### src/rtl/treasure_vote_ctrl_if.sv
// Handshake and frame-verdict bundle between the treasure vote sequencer,
// the per-frame classifier and the Arduino request/acknowledge pins.
interface treasure_vote_ctrl_if;
    logic       VGA_VSYNC_NEG;
    logic       START;
    logic       FRAME_VALID;
    logic [2:0] FRAME_SHAPE;
    logic       FRAME_RED;
    logic       ACK;
    logic       PROC_CLEAR;
    logic       BUSY;
    logic       DONE;
    logic [3:0] RESULT;

    // Camera/Arduino side: drives requests and verdicts, observes the result.
    modport master (
        output VGA_VSYNC_NEG, START, FRAME_VALID, FRAME_SHAPE, FRAME_RED, ACK,
        input  PROC_CLEAR, BUSY, DONE, RESULT
    );

    // Sequencer side.
    modport slave (
        input  VGA_VSYNC_NEG, START, FRAME_VALID, FRAME_SHAPE, FRAME_RED, ACK,
        output PROC_CLEAR, BUSY, DONE, RESULT
    );
endinterface

### src/rtl/treasure_vote_ctrl.sv
// Frame-level sequencer around the shape/colour classifier: aligns to a frame
// boundary, clears the classifier, collects NUM_FRAMES verdicts, majority-votes
// them and reports one registered treasure code over a DONE/ACK handshake.
//
// state  | meaning
// IDLE   | waiting for START, RESULT holds the previous answer
// SYNC   | waiting for a frame boundary before clearing the classifier
// ACCUM  | counting verdicts and frame boundaries
// DECIDE | one cycle: evaluate the votes
// REPORT | DONE high until ACK is sampled
module treasure_vote_ctrl #(
    parameter int NUM_FRAMES      = 16,
    parameter int MIN_VOTES       = 4,
    parameter int WATCHDOG_FRAMES = 32,
    parameter int VOTE_W          = 8
) (
    input logic                CLK,
    input logic                RESET,
    treasure_vote_ctrl_if.slave bus
);

    typedef enum logic [2:0] {
        S_IDLE   = 3'd0,
        S_SYNC   = 3'd1,
        S_ACCUM  = 3'd2,
        S_DECIDE = 3'd3,
        S_REPORT = 3'd4
    } state_t;

    localparam logic [VOTE_W-1:0] NUM_FRAMES_C = VOTE_W'(NUM_FRAMES);
    localparam logic [VOTE_W-1:0] MIN_VOTES_C  = VOTE_W'(MIN_VOTES);
    localparam logic [VOTE_W-1:0] WATCHDOG_C   = VOTE_W'(WATCHDOG_FRAMES);

    state_t            state_q, state_d;
    logic              vsync_q;
    logic              proc_clear_q, proc_clear_d;
    logic [VOTE_W-1:0] valid_cnt_q, valid_cnt_d;
    logic [VOTE_W-1:0] fb_cnt_q, fb_cnt_d;
    logic [VOTE_W-1:0] tri_votes_q, tri_votes_d;
    logic [VOTE_W-1:0] sq_votes_q, sq_votes_d;
    logic [VOTE_W-1:0] dia_votes_q, dia_votes_d;
    logic [VOTE_W-1:0] red_votes_q, red_votes_d;
    logic [VOTE_W-1:0] blue_votes_q, blue_votes_d;
    logic [3:0]        result_q, result_d;

    logic              fb;
    logic [2:0]        winner;
    logic [3:0]        decision;

    // Counters stop at all-ones instead of wrapping so a long run cannot
    // flip a clear majority into a minority.
    function automatic logic [VOTE_W-1:0] sat_inc(input logic [VOTE_W-1:0] v);
        return (&v) ? v : v + 1'b1;
    endfunction

    // Frame boundary: VSYNC_NEG falling, seen against last cycle's sample.
    assign fb = vsync_q & ~bus.VGA_VSYNC_NEG;

    // Majority decision from the settled vote counters; only read in DECIDE.
    always_comb begin
        winner = 3'b000;
        if ((tri_votes_q > sq_votes_q) && (tri_votes_q > dia_votes_q) &&
            (tri_votes_q >= MIN_VOTES_C))
            winner = 3'b100;
        else if ((sq_votes_q > tri_votes_q) && (sq_votes_q > dia_votes_q) &&
                 (sq_votes_q >= MIN_VOTES_C))
            winner = 3'b010;
        else if ((dia_votes_q > tri_votes_q) && (dia_votes_q > sq_votes_q) &&
                 (dia_votes_q >= MIN_VOTES_C))
            winner = 3'b001;

        if ((winner != 3'b000) && (red_votes_q != blue_votes_q))
            decision = {(red_votes_q > blue_votes_q), winner};
        else
            decision = 4'b0000;
    end

    // Next-state, counter updates and the clear pulse.
    always_comb begin
        state_d      = state_q;
        proc_clear_d = 1'b0;
        valid_cnt_d  = valid_cnt_q;
        fb_cnt_d     = fb_cnt_q;
        tri_votes_d  = tri_votes_q;
        sq_votes_d   = sq_votes_q;
        dia_votes_d  = dia_votes_q;
        red_votes_d  = red_votes_q;
        blue_votes_d = blue_votes_q;
        result_d     = result_q;

        case (state_q)
            S_IDLE: begin
                if (bus.START)
                    state_d = S_SYNC;
            end

            S_SYNC: begin
                if (fb) begin
                    proc_clear_d = 1'b1;
                    valid_cnt_d  = '0;
                    fb_cnt_d     = '0;
                    tri_votes_d  = '0;
                    sq_votes_d   = '0;
                    dia_votes_d  = '0;
                    red_votes_d  = '0;
                    blue_votes_d = '0;
                    state_d      = S_ACCUM;
                end
            end

            S_ACCUM: begin
                if (bus.FRAME_VALID) begin
                    valid_cnt_d = sat_inc(valid_cnt_q);
                    // Malformed verdicts (zero or several shape bits) only
                    // advance valid_cnt; they carry no shape or colour vote.
                    case (bus.FRAME_SHAPE)
                        3'b100: tri_votes_d = sat_inc(tri_votes_q);
                        3'b010: sq_votes_d  = sat_inc(sq_votes_q);
                        3'b001: dia_votes_d = sat_inc(dia_votes_q);
                        default: ;
                    endcase
                    if (bus.FRAME_SHAPE == 3'b100 || bus.FRAME_SHAPE == 3'b010 ||
                        bus.FRAME_SHAPE == 3'b001) begin
                        if (bus.FRAME_RED)
                            red_votes_d = sat_inc(red_votes_q);
                        else
                            blue_votes_d = sat_inc(blue_votes_q);
                    end
                end
                if (fb)
                    fb_cnt_d = sat_inc(fb_cnt_q);
                // Compare the updated counts so a verdict on the exit cycle
                // is included in the vote.
                if ((valid_cnt_d == NUM_FRAMES_C) || (fb_cnt_d == WATCHDOG_C))
                    state_d = S_DECIDE;
            end

            S_DECIDE: begin
                result_d = decision;
                state_d  = S_REPORT;
            end

            S_REPORT: begin
                if (bus.ACK)
                    state_d = S_IDLE;
            end

            default: state_d = S_IDLE;
        endcase
    end

    // State, counters and result register with asynchronous reset.
    always_ff @(posedge CLK or posedge RESET) begin
        if (RESET) begin
            state_q      <= S_IDLE;
            vsync_q      <= 1'b0;
            proc_clear_q <= 1'b0;
            valid_cnt_q  <= '0;
            fb_cnt_q     <= '0;
            tri_votes_q  <= '0;
            sq_votes_q   <= '0;
            dia_votes_q  <= '0;
            red_votes_q  <= '0;
            blue_votes_q <= '0;
            result_q     <= 4'b0000;
        end else begin
            state_q      <= state_d;
            vsync_q      <= bus.VGA_VSYNC_NEG;
            proc_clear_q <= proc_clear_d;
            valid_cnt_q  <= valid_cnt_d;
            fb_cnt_q     <= fb_cnt_d;
            tri_votes_q  <= tri_votes_d;
            sq_votes_q   <= sq_votes_d;
            dia_votes_q  <= dia_votes_d;
            red_votes_q  <= red_votes_d;
            blue_votes_q <= blue_votes_d;
            result_q     <= result_d;
        end
    end

    assign bus.PROC_CLEAR = proc_clear_q;
    assign bus.BUSY       = (state_q != S_IDLE);
    assign bus.DONE       = (state_q == S_REPORT);
    assign bus.RESULT     = result_q;

endmodule

### src/flat_wrapper.sv
// flat-port wrapper written by rule: the top's interface ports become plain ports
module treasure_vote_ctrl_flat 
#(
    parameter int NUM_FRAMES      = 16,
    parameter int MIN_VOTES       = 4,
    parameter int WATCHDOG_FRAMES = 32,
    parameter int VOTE_W          = 8
)
  (CLK, RESET, bus_VGA_VSYNC_NEG, bus_START, bus_FRAME_VALID, bus_FRAME_SHAPE, bus_FRAME_RED, bus_ACK, bus_PROC_CLEAR, bus_BUSY, bus_DONE, bus_RESULT);
  treasure_vote_ctrl_if bus_i ();
  input logic CLK;
  input logic RESET;
  input wire logic [$bits(bus_i.VGA_VSYNC_NEG)-1:0] bus_VGA_VSYNC_NEG;
  input wire logic [$bits(bus_i.START)-1:0] bus_START;
  input wire logic [$bits(bus_i.FRAME_VALID)-1:0] bus_FRAME_VALID;
  input wire logic [$bits(bus_i.FRAME_SHAPE)-1:0] bus_FRAME_SHAPE;
  input wire logic [$bits(bus_i.FRAME_RED)-1:0] bus_FRAME_RED;
  input wire logic [$bits(bus_i.ACK)-1:0] bus_ACK;
  output wire logic [$bits(bus_i.PROC_CLEAR)-1:0] bus_PROC_CLEAR;
  output wire logic [$bits(bus_i.BUSY)-1:0] bus_BUSY;
  output wire logic [$bits(bus_i.DONE)-1:0] bus_DONE;
  output wire logic [$bits(bus_i.RESULT)-1:0] bus_RESULT;
  assign bus_i.VGA_VSYNC_NEG = bus_VGA_VSYNC_NEG;
  assign bus_i.START = bus_START;
  assign bus_i.FRAME_VALID = bus_FRAME_VALID;
  assign bus_i.FRAME_SHAPE = bus_FRAME_SHAPE;
  assign bus_i.FRAME_RED = bus_FRAME_RED;
  assign bus_i.ACK = bus_ACK;
  assign bus_PROC_CLEAR = bus_i.PROC_CLEAR;
  assign bus_BUSY = bus_i.BUSY;
  assign bus_DONE = bus_i.DONE;
  assign bus_RESULT = bus_i.RESULT;
  treasure_vote_ctrl #(.NUM_FRAMES(NUM_FRAMES), .MIN_VOTES(MIN_VOTES), .WATCHDOG_FRAMES(WATCHDOG_FRAMES), .VOTE_W(VOTE_W)) u_core (.CLK(CLK), .RESET(RESET), .bus(bus_i));
endmodule
### config.mk
export PLATFORM = sky130hd
export DESIGN_NAME = treasure_vote_ctrl_flat
export DESIGN_NICKNAME = d
export VERILOG_FILES = /design/src/rtl/treasure_vote_ctrl_if.sv /design/src/rtl/treasure_vote_ctrl.sv /design/src/flat_wrapper.sv
export SDC_FILE = /design/constraint.sdc
export NUM_CORES = 1
export LEC_CHECK = 0
export CAP_MARGIN = 25
export CORE_MARGIN = 2
export CORE_UTILIZATION = 50
export DETAILED_ROUTE_END_ITERATION = 10
export GPL_TIMING_DRIVEN = 0
export PLACE_DENSITY = 0.7
export SLEW_MARGIN = 10
export SYNTH_ARGS = -nofsm -noshare
export SYNTH_HDL_FRONTEND = slang
export SYNTH_SLANG_ARGS = --single-unit
### constraint.sdc
create_clock -name CLK -period 1.9 [get_ports CLK]
set_input_delay 0.285 -clock CLK [delete_from_list [all_inputs] [get_ports CLK]]
set_output_delay 0.285 -clock CLK [all_outputs]
set_load 0.005 [all_outputs]
# [Yosys cells after proc, flatten, opt, wreduce, memory -nomap -nowiden]
# Cells that the tools add are included.
[op_classes] add_sub_neg=7 reduce_logical=28 muxes=42 n_eq_ne=26 order_cmp=10 n_bitwise=2
[op_table] cell="$mux W8" n=24
[op_table] cell="$pmux W8 S2" n=7
[op_table] cell="$add A8 B1 Y8 const B" n=7
[op_table] cell="$gt A8 B8 Y1" n=7
[op_table] cell="$reduce_and A8 Y1" n=7
[op_table] cell="$ge A8 B3 Y1 const B" n=3
[op_table] cell="$ne A2 B2 Y1 const B" n=10
[op_table] cell="$mux W3" n=6
[op_table] cell="$pmux W3 S5" n=1
[op_table] cell="$reduce_and A5 Y1" n=3
[op_table] cell="$ne A2 B1 Y1 const B" n=6
[op_table] cell="$reduce_and A6 Y1" n=2
[op_table] cell="$eq A3 B2 Y1 const B" n=3
[op_table] cell="$eq A8 B5 Y1 const B" n=1
[op_table] cell="$eq A8 B6 Y1 const B" n=1
[op_table] cell="$ne A8 B8 Y1" n=1
[op_table] cell="$logic_and A1 B1 Y1" n=7
[op_table] cell="$eq A3 B1 Y1 const B" n=2
[op_table] cell="$eq A3 B3 Y1 const B" n=2
[op_table] cell="$reduce_bool A3 Y1" n=2
[op_table] cell="$mux W4" n=1
[op_table] cell="$reduce_and A4 Y1" n=1
[op_table] cell="$logic_not A3 Y1" n=1
[op_table] cell="$logic_or A1 B1 Y1" n=3
[op_table] cell="5 further kinds" n=7
[word_totals] out_inout_bits=7 word_cells=126 regBits=65 input_bits=10

# [Logic depth before layout (Yosys ltp)]
# Gate-level depths: netlist (run 1).
[depth] ltp_word=9 mapped_depth=9 depth_no_buf=9

# [Least setup slack after synthesis (run 1)]
# OpenSTA, ideal clock, no wires.
[synth_path] path_kind="reg-to-reg" from="register u_core.dia_votes_q[1]" to="register u_core.result_q[3], in the netlist u_core.bus.RESULT[3]" required_ns=1.805 stages_incl_launch_ff=10 t_arrival_ns=1.867 synth_period_minus_slack_ns=1.962 setup_slack_ns=-0.062 cell_sequence="dfrtp_1 -> inv_1 -> ha_1 -> nor2b_1 -> o211ai_1 -> a21oi_1 -> a211oi_1 -> and3_1 -> a211oi_1 -> o31ai_1"
[synth_via] elab_chain_cells=9 elab_cells_between_ends=17
[synth_rtl] element="from (decl)" line_no="treasure_vote_ctrl.sv:41" text="logic [VOTE_W-1:0] dia_votes_q, dia_votes_d;"
[synth_rtl] element="from (signal assigned)" line_no="treasure_vote_ctrl.sv:174" text="dia_votes_q <= dia_votes_d;"
[synth_rtl] element="$gt A8 B8 Y1" line_no="treasure_vote_ctrl.sv:68" text="else if ((dia_votes_q > tri_votes_q) && (dia_votes_q > sq_votes_q) &&"
[synth_rtl] element="$logic_and A1 B1 Y1 (2 in series)" line_no="treasure_vote_ctrl.sv:68"
[synth_rtl] element="$mux W1" line_no="treasure_vote_ctrl.sv:68"
[synth_rtl] element="$mux W3" line_no="treasure_vote_ctrl.sv:65" text="else if ((sq_votes_q > tri_votes_q) && (sq_votes_q > dia_votes_q) &&"
[synth_rtl] element="$mux W3 *" line_no="treasure_vote_ctrl.sv:62" text="if ((tri_votes_q > sq_votes_q) && (tri_votes_q > dia_votes_q) &&"
[synth_rtl] element="$reduce_bool A3 Y1 *" line_no="treasure_vote_ctrl.sv:72" text="if ((winner != 3'b000) && (red_votes_q != blue_votes_q))"
[synth_rtl] element="$logic_and A1 B1 Y1 *" line_no="treasure_vote_ctrl.sv:72"
[synth_rtl] element="$mux W4 *" line_no="treasure_vote_ctrl.sv:72"
[synth_rtl] element="to (signal assigned)" line_no="treasure_vote_ctrl.sv:177" text="result_q <= result_d;"
[synth_rtl] element="to (decl)" line_no="treasure_vote_ctrl.sv:44" text="logic [3:0] result_q, result_d;"
# Mark *: on every way between the ends. The rest lies on a longest branch, timed or not.
# A chain may end at the register's enable or synchronous reset.

# [Worst setup path in the final report (run 1)]
# Ends and elaborated chain as after synthesis.

==> results of run 1 <==
[final timing paths]
kind,startpoint,slack [ns],end,cells after the start
worst max-delay path,u_core.dia_votes_q[1]$_DFFE_PP0P_,-0.14,u_core.bus.RESULT[3]$_DFFE_PP0P_,10
worst min-delay path,RESET,0.41,u_core.fb_cnt_q[2]$_DFFE_PP0P_,2
worst max register to register,u_core.dia_votes_q[1]$_DFFE_PP0P_,-0.14,u_core.bus.RESULT[3]$_DFFE_PP0P_,10
worst min register to register,u_core.bus.RESULT[3]$_DFFE_PP0P_,0.49,u_core.bus.RESULT[3]$_DFFE_PP0P_,2
max in group asynchronous,RESET,0.87,u_core.sq_votes_q[1]$_DFFE_PP0P_,3
min in group CLK,bus_VGA_VSYNC_NEG,0.47,u_core.vsync_q$_DFF_PP0_,1
[logic make-up after synthesis]
family / count (synthesis) / synth area share, %
DFF: 65 / 37.8
and+or+nand+nor: 204 / 24.1
AOI/OAI and AO/OA: 90 / 13.6
xor gates and xnor gates: 32 / 6.51
adders and majority gates: 42 / 12.2
muxes: 5 / 1.16
buffers and inverters: 49 / 4.62
[layer usage]
metal,wire length (µm),GRT usage [%],part of all wire [%],vias up
met3,419,4.26,3.9,17
met4,167,6.72,1.6,0
met1,5010,30.8,47,1806
li1,-,-,-,1850
met5,0,0,0,-
met2,5100,37.1,48,96
[through the flow]
step	cells	area, µm²
2_1_floorplan	487	4320
6_report	648	5220
3_3_place_gp	608	4610
5_1_grt	648	5220
3_5_place_dp	609	4630
4_1_cts	632	4920
[cell usage in the layout (no fill, tap or decap), types with 4 or more instances in the layout]
master,netlist,final
a21oi_1,18,15
and3_1,13,11
buf_4,1,29
clkbuf_8,0,9
clkdlybuf4s50_1,0,11
clkinv_2,0,4
dfrtp_1,65,53
dfrtp_2,0,12
ha_1,42,34
ha_4,0,5
inv_1,35,31
mux2i_1,5,5
nand2_1,46,43
nand2b_1,7,7
nand3_1,24,21
nand4_1,29,29
nor2_1,51,49
nor3_1,9,8
nor4_1,4,4
o21a_1,5,4
o21ai_0,30,27
o31ai_1,8,8
xnor2_1,21,20
xor2_1,11,11
[flip-flops by register name (all words and copies together), names as in the netlist]
| register | flops |
|---|---|
| u_core.red_votes_q | 8 |
| u_core.bus.RESULT | 4 |
| u_core.tri_votes_q | 8 |
| u_core.vsync_q | 1 |
| u_core.fb_cnt_q | 8 |
| u_core.blue_votes_q | 8 |
| u_core.sq_votes_q | 8 |
| u_core.dia_votes_q | 8 |
| u_core.state_q | 3 |
| u_core.valid_cnt_q | 8 |
| u_core.bus.PROC_CLEAR | 1 |
[report_power, final]
group          internal [µW]  switching (µW)  total [µW]  leakage (µW)
registers               1590             261        1850      0.000879
clock network            464             580        1040     0.0000818
logic                   1080            1300        2390       0.00140
total                   3140            2140        5280       0.00236
[repair_timing]
action | 4_1_cts | 5_1_grt
setup endpoints to repair | 56 | 41
gates resized for setup | 25 | 50
setup buffers | 10 | 16
pin swaps | 8 | 16
[worst max-delay path: cells and delay by family (launching register included)]
family          cells  cell delay (ns)
compound gates      5             0.76
flops               1             0.41
buf+inv             2             0.30
simple gates        2             0.27
fa+ha+maj           1             0.22
[cell type report]
class / count / area (µm²) / share of cell area [%]
Sequential cell: 65 / 1640 / 31.5
Tap cell: 105 / 131 / 2.52
Inverter: 36 / 144 / 2.76
Clock inverter: 6 / 35.0 / 0.672
Timing Repair Buffer: 43 / 377 / 7.22
Clock buffer: 10 / 128 / 2.45
Multi-Input combinational cell: 373 / 2690 / 51.6
Buffer: 10 / 68.8 / 1.32
[cell usage after synthesis, types with 2 or more instances]
cell,count,area [µm²]
buf_1,4,15.0
nand2_1,46,173
nand3b_1,3,22.5
o21ai_0,30,150
and3_1,13,81.3
nor2_1,51,191
and4_1,4,35.0
a311oi_1,3,26.3
nor4_1,4,25.0
mux2i_1,5,50.1
a211oi_1,5,37.5
o211ai_1,2,15.0
ha_1,42,526
nand4_1,29,181
nor2b_1,4,25.0
buf_2,3,15.0
nor3_1,9,45.0
a21oi_1,18,90.1
clkbuf_1,4,15.0
dfrtp_1,65,1630
o22ai_1,2,12.5
and2_1,3,18.8
o211a_1,2,20.0
inv_1,35,131
a21o_1,3,22.5
xnor2_1,21,184
nand2b_1,7,43.8
a31oi_1,3,18.8
nand3_1,24,120
o31ai_1,8,60.1
o21a_1,5,37.5
xor2_1,11,96.3
==> run_results.csv, run 1 <==
group,metric,value,unit
placement,place.gp.congestion,0.813,
finish,antennaDiodeCount,0,
clocking,clk_pin_slew,0.08,ns
clocking,numCtsBuffers,9,
floorplan,core_region_area,8300,µm²
placement,port_buffers,16,
power,finalPower,5280,µW
critical_path,worstSetupPathType,"reg -> reg",
detailed_routing,finalWirelength,10700,µm
run,cap_violations,0,
sta,setup_slack,-0.143,ns
global_routing,grt_max_degree,35,
sta,layout_min_cycle_time,2.04,ns
critical_path,cp-start-kind,"flop",
detailed_routing,vias,3769,
synthesis,ys_warn_count,0,
critical_path,cp_slowest_cell,"dfrtp_1",
clocking,insertion_delay,0.35,ns
critical_path,cp_cell_sequence,"inv_2, ha_4, nor2b_4, o211ai_1, a21oi_2, a211oi_2, buf_4, and3_1, a211oi_1, o31ai_1",
detailed_routing,drt_pre_antenna_iters,4,
floorplan,initial_core_util,51.9,%
global_routing,gr-total-overflow,0,
sta,drv_slew,0,
finish,drive_gt1_share,20.3,%
finish,area_growth,21.1,%
floorplan,fp.dieW,96.8,µm
synthesis,synthCells,487,
sta,rsz0062_at_grt,"true",
global_routing,grt_use_total,22.7,%
synthesis,synth_nets,539,
clocking,tritoncts,"done",
sta,holdWs,0.405,ns
clocking,htree_levels,3,
floorplan,die_h,96.8,µm
floorplan,row_count,33,
detailed_routing,post_drt_wl_per_cell,16.5,µm
clocking,clock_sinks,65,
critical_path,end_kind,"flop",
finish,fillers,690,
floorplan,die_area,9370,µm²
critical_path,max_stage_delay,0.41,ns
sta,hold_viol,0,
sta,post-route-period-util,108,%
clocking,ctsHoldBuffers,0,
global_routing,antenna_found_initial,0,
finish,final_core_util,62.8,%
synthesis,synth_edf_count,0,
detailed_routing,ant_nets,0,
power,power_leakage,0.00236,µW
run_status,outcome,"complete, but fails checks",
synthesis,ys_ff_latch,65,
synthesis,synth_seq_area_share,37.8,%
global_routing,grt_pass1_wl,17400,µm
sta,finalSetupViolCount,3,
placement,dp_slack,-0.795,ns
power,ir_drop,0.000630,V
critical_path,cp.arrival,2.30,ns
critical_path,path_max_fanout,4,
synthesis,syn-mean-instance-area,8.84,µm²
placement,hpwl,7250,µm
synthesis,synth-async-reset-ratio,100,%
floorplan,pin_count,17,
sta,worst_pin_slew,0.755,ns
clocking,cts-root-buf,"clkbuf_8",
clocking,cts_buffer_depth,2,
synthesis,synth_ff_type,"dfrtp_1",
synthesis,synth_cell_types,51,
sta,setup_tns,-0.183,ns
detailed_routing,drtIter0Drc,243,
finish,fin_nets,590,
critical_path,required,2.16,ns
detailed_routing,drc,0,
global_routing,grt_pass1_vias,3578,
sta,fin_skew,0.00977,ns
sta,relSlewSlack,49.5,%
detailed_routing,avgViaCountPerCell,5.82,
power,p_per_area,1010,nW/µm²
hold_path,min_path_type,"in -> async",
run_status,violations,"setup timing",
synthesis,syn_area,4310,µm²
sta,max_freq,489,MHz
Note: power is estimated with default switching activity, not from simulation.
==> run 2: changes to the inputs <==
--- a/config.mk
+++ b/config.mk
@@ -11,7 +11,7 @@
 export DETAILED_ROUTE_END_ITERATION = 10
 export GPL_TIMING_DRIVEN = 0
 export PLACE_DENSITY = 0.7
-export SLEW_MARGIN = 10
+export SLEW_MARGIN = 20
 export SYNTH_ARGS = -nofsm -noshare
 export SYNTH_HDL_FRONTEND = slang
 export SYNTH_SLANG_ARGS = --single-unit
==> run_results.csv, run 2 (synthesized netlist as in run 1, its figures left out) <==
group,metric,value,unit
run_status,outcome,"complete, but fails checks",
run_status,violations,"setup timing",
critical_path,worstSetupPathType,"reg -> reg",
detailed_routing,drt_pre_antenna_iters,5,
detailed_routing,avgViaCountPerCell,5.81,
sta,max_freq,490,MHz
run,cap_violations,0,
finish,layout_commonest_cell,"dfrtp_1",
sta,layout_min_cycle_time,2.04,ns
hold_path,min_path_type,"in -> reg",
sta,relSlewSlack,76.3,%
clocking,insertion_delay,0.35,ns
clocking,tritoncts,"done",
finish,area_growth,22.3,%
sta,rsz0062_at_grt,"true",
sta,fin_skew,0.0104,ns
critical_path,cp.arrival,2.26,ns
sta,worst_pin_slew,0.356,ns
detailed_routing,vias,3761,
placement,port_buffers,16,
clocking,cts-root-buf,"clkbuf_8",
detailed_routing,ant_nets,0,
floorplan,fp.dieW,96.8,µm
floorplan,die_area,9370,µm²
finish,final_core_util,63.4,%
finish,layout_common_cells,"dfrtp_1 (55), nor2_1 (49), nand2_1 (44)",
placement,hpwl,7240,µm
floorplan,core_region_area,8300,µm²
clocking,clk_pin_slew,0.08,ns
critical_path,cp-start-kind,"flop",
detailed_routing,finalWirelength,10600,µm
detailed_routing,drc,0,
finish,antennaDiodeCount,0,
sta,post-route-period-util,107,%
power,power_leakage,0.00238,µW
clocking,numCtsBuffers,9,
sta,hold_viol,0,
global_routing,grt_max_degree,35,
critical_path,required,2.12,ns
global_routing,grt_use_total,23.2,%
critical_path,end_kind,"flop",
floorplan,pin_count,17,
clocking,cts_buffer_depth,2,
clocking,clock_sinks,65,
critical_path,path_max_fanout,4,
floorplan,initial_core_util,51.9,%
sta,finalSetupViolCount,4,
power,p_per_area,1010,nW/µm²
finish,drive_gt1_share,19.2,%
sta,setup_slack,-0.139,ns
placement,dpl-instance-area,4650,µm²
placement,place.gp.congestion,0.813,
floorplan,die_h,96.8,µm
global_routing,gr-total-overflow,0,
clocking,htree_levels,3,
floorplan,row_count,33,
power,ir_drop,0.000672,V
placement,dp_slack,-0.772,ns
global_routing,grt_pass1_vias,3692,
global_routing,antenna_found_initial,0,
sta,drv_slew,0,
detailed_routing,post_drt_wl_per_cell,16.3,µm
global_routing,grt_pass1_wl,17800,µm
finish,final_cell_area,5270,µm²
finish,fin_nets,589,
detailed_routing,drtIter0Drc,184,
clocking,ctsHoldBuffers,0,
## run 2: critical path: stages, from the launching register on
cell      delay (ns)
dfrtp_1         0.42
inv_4           0.12
ha_4            0.21
nor2b_4         0.12
o211ai_1        0.26
a21oi_2         0.10
a211oi_2        0.25
buf_4           0.16
nor3_1          0.05
a211oi_2        0.15
o31ai_1         0.08
## run 2: cell type report
| type | count | area, µm² |
|---|---|---|
| clock inverter | 3 | 40.0 |
| tap | 105 | 131 |
| sequential | 65 | 1640 |
| timing repair buffer | 42 | 394 |
| inverter | 36 | 146 |
| clock buffer | 13 | 149 |
| multi-input combinational | 373 | 2690 |
| fill | 693 | 3030 |
| buffer | 10 | 71.3 |
## run 2: per-layer routing
metal  track usage [%]  share of wire, %  up-vias
met5                 0                 0        -
met2              38.3                49       97
li1                  -                 -     1839
met4              8.56               1.8        0
met1              29.9                46     1805
met3              5.06               3.5       20
## run 2: worst paths after layout
kind / slack, ns / startpoint / end / depth (start not counted)
max: -0.14 / u_core.dia_votes_q[1]$_DFFE_PP0P_ / u_core.bus.RESULT[3]$_DFFE_PP0P_ / 10
min: 0.14 / bus_VGA_VSYNC_NEG / u_core.vsync_q$_DFF_PP0_ / 1
max reg2reg: -0.14 / u_core.dia_votes_q[1]$_DFFE_PP0P_ / u_core.bus.RESULT[3]$_DFFE_PP0P_ / 10
min reg2reg: 0.48 / u_core.bus.RESULT[3]$_DFFE_PP0P_ / u_core.bus.RESULT[3]$_DFFE_PP0P_ / 2
max in group asynchronous: 1.13 / RESET / u_core.valid_cnt_q[0]$_DFFE_PP0P_ / 4
min in group asynchronous: 0.32 / RESET / u_core.fb_cnt_q[2]$_DFFE_PP0P_ / 3
## run 2: per-stage QoR
| step | TNS [ns] | std cells | hold WS (ns) | total power [µW] |
|---|---|---|---|---|
| after floorplan | 0 | 487 | 0.316 | 3150 |
| after global placement | -31.58 | 608 | 0.466 | 3650 |
| after detailed placement | -31.12 | 610 | 0.471 | 3720 |
| after CTS | -0.129 | 632 | 0.329 | 5050 |
| after global routing | -1.13 | 647 | 0.127 | 5700 |
| final | -0.246 | 647 | 0.140 | 5300 |
## run 2: what timing repair did
item / in CTS / in global routing
endpoints found under the setup margin: 56 / 42
gates resized for setup: 33 / 45
pin swaps: 11 / 38
cloned: 0 / 0
buffers inserted: 8 / 16
## run 2: power breakdown
part	internal (µW)	switching [µW]
sequential	1590	270
clock	640	536
combinational	1030	1240
==> run 3: changes to the inputs <==
--- a/config.mk
+++ b/config.mk
@@ -6,7 +6,6 @@
 export NUM_CORES = 1
 export LEC_CHECK = 0
 export CAP_MARGIN = 25
-export CORE_MARGIN = 2
 export CORE_UTILIZATION = 50
 export DETAILED_ROUTE_END_ITERATION = 10
 export GPL_TIMING_DRIVEN = 0
==> run_results.csv, run 3 (synthesized netlist as in run 1, its figures left out) <==
group,metric,value,unit
power,power_leakage,0.00233,µW
clocking,clk_pin_slew,0.07,ns
floorplan,initial_core_util,52.2,%
placement,place.gp.congestion,0.852,
floorplan,core_region_area,8260,µm²
detailed_routing,post_drt_wl_per_cell,16.2,µm
critical_path,crit_top_cell,"a211oi_2",
critical_path,max_stage_delay,0.39,ns
floorplan,row_count,33,
critical_path,end_kind,"flop",
detailed_routing,drtIter0Drc,152,
detailed_routing,drc,0,
finish,multi_input_area,2630,µm²
finish,regArea,1630,µm²
critical_path,cp-start-kind,"flop",
global_routing,antenna_found_initial,0,
sta,worst_pin_slew,0.555,ns
detailed_routing,vias,3700,
finish,drive_gt1_share,15.5,%
sta,setup_slack,-0.184,ns
clocking,ctsHoldBuffers,0,
clocking,tritoncts,"done",
placement,hpwl,7540,µm
run_status,outcome,"complete, but fails checks",
placement,dpl-instance-area,4660,µm²
critical_path,cp_slowest_cell,"dfrtp_1",
critical_path,regToRegEndpoint,"u_core.bus.RESULT[3]$_DFFE_PP0P_",
sta,drv_slew,0,
finish,fin_nets,585,
critical_path,startpoint,"u_core.dia_votes_q[1]$_DFFE_PP0P_",
sta,setup_tns,-0.317,ns
critical_path,worstSetupPathType,"reg -> reg",
run_status,violations,"setup timing",
hold_path,min_path_type,"in -> async",
clocking,insertion_delay,0.34,ns
finish,fillers,718,
finish,instances_no_fill,641,
floorplan,die_h,94.8,µm
placement,port_buffers,16,
run,cap_violations,0,
critical_path,ff2ff_setup_slack,-0.18,ns
critical_path,cp_cell_sequence,"inv_2, ha_4, nor2b_4, o211ai_1, a21oi_1, a211oi_2, buf_4, and3_1, a211oi_2, o31ai_1",
global_routing,grt_use_total,24.8,%
power,p_per_area,985,nW/µm²
detailed_routing,ant_nets,0,
global_routing,grt_pass1_wl,17200,µm
clocking,htree_levels,3,
sta,fin_skew,0.00743,ns
finish,antennaDiodeCount,0,
detailed_routing,finalWirelength,10400,µm
global_routing,gr-total-overflow,0,
finish,layout_commonest_cell,"dfrtp_1",
sta,hold_viol,0,
sta,max_freq,480,MHz
sta,post-route-period-util,110,%
global_routing,grt_pass1_vias,3580,
critical_path,rr_worst_depth,10,
global_routing,grt_max_degree,34,
power,ir_drop,0.000558,V
placement,dp_slack,-0.749,ns
floorplan,die_area,8990,µm²
finish,final_cell_area,5110,µm²
clocking,cts-root-buf,"clkbuf_8",
sta,finalSetupViolCount,5,
detailed_routing,drt_pre_antenna_iters,4,
floorplan,fp.dieW,94.8,µm
clocking,numCtsBuffers,9,
critical_path,required,2.15,ns
finish,layout_common_cells,"dfrtp_1 (60), nor2_1 (49), nand2_1 (45)",
placement,dp.cells,610,
detailed_routing,avgViaCountPerCell,5.77,
clocking,cts_buffer_depth,2,
sta,relSlewSlack,63.0,%
critical_path,cp-endpoint,"u_core.bus.RESULT[3]$_DFFE_PP0P_",
critical_path,cp.arrival,2.33,ns
clocking,clock_sinks,65,
critical_path,worstReg2RegStart,"u_core.dia_votes_q[1]$_DFFE_PP0P_",
finish,area_growth,18.7,%
sta,layout_min_cycle_time,2.08,ns
critical_path,path_max_fanout,4,
floorplan,pin_count,17,
sta,rsz0062_at_grt,"true",
-- run 3: cell types whose count changed in the layout (fill, tap and decap cells not counted), sizes merged --
cell and change:
buf -1, bufinv -1, clkbuf -6, clkdlybuf4s50 +2, clkinv +1, clkinvlp +1
dlymetal6s2s -2
-- run 3: what timing repair did --
action	4_1_cts	5_1_grt
setup endpoints to repair	55	52
endpoints found under the hold margin	0	0
setup buffers	6	14
resized for setup	23	35
pin swaps	6	14
-- run 3: worst min-delay path by stage --
| stage | to | startpoint | slack (ns) |
|---|---|---|---|
| final | u_core.fb_cnt_q[4]$_DFFE_PP0P_ | RESET | 0.27 |
| after global routing | u_core.fb_cnt_q[4]$_DFFE_PP0P_ | RESET | 0.29 |
| after CTS | u_core.fb_cnt_q[4]$_DFFE_PP0P_ | RESET | 0.27 |
| after detailed placement | u_core.bus.RESULT[3]$_DFFE_PP0P_ | u_core.bus.RESULT[3]$_DFFE_PP0P_ | 0.52 |
| after global placement | u_core.bus.RESULT[1]$_DFFE_PP0P_ | u_core.bus.RESULT[1]$_DFFE_PP0P_ | 0.51 |
| after floorplan | u_core.vsync_q$_DFF_PP0_ | bus_VGA_VSYNC_NEG | 0.32 |
-- run 3: layout make-up --
cell class / count / share of cell area (%)
multi-input cells: 373 / 51.4
flip-flops and latches: 65 / 31.9
repair buffers: 38 / 7.03
inverters: 36 / 2.82
well taps: 105 / 2.57
clock buffers: 10 / 2.50
plain buffers: 10 / 1.30
clock inverters: 4 / 0.441
-- run 3: where the power goes --
group	internal (µW)	switching, µW	leakage (µW)
Sequential	1580	272	0.000891
Clock	452	525	0.0000778
Combinational	963	1240	0.00136
Total	3000	2030	0.00233
-- run 3: per-layer routing --
| layer | share of wire [%] | vias up | track usage [%] |
|---|---|---|---|
| met3 | 4.3 | 21 | 4.35 |
| met4 | 2.4 | 0 | 9.47 |
| li1 | - | 1819 | - |
| met1 | 45 | 1772 | 32.1 |
| met5 | 0 | - | 0 |
| met2 | 49 | 88 | 41.2 |
-- run 3: per-stage QoR --
step,total power (µW),hold slack (ns),util (%)
2_1_floorplan,3150,0.316,-
3_3_place_gp,3640,0.505,55.9
3_5_place_dp,3730,0.517,56.5
4_1_cts,4810,0.274,59.3
5_1_grt,5440,0.289,61.9
6_report,5030,0.272,61.9
-- run 3: critical path: cells and delay by family, from the launching register on --
| family | cells | cell delay (ns) |
|---|---|---|
| buffers and inverters | 2 | 0.30 |
| AOI/OAI and AO/OA | 5 | 0.79 |
| adders and majority gates | 1 | 0.22 |
| and+or+nand+nor | 2 | 0.29 |
| DFF | 1 | 0.39 |
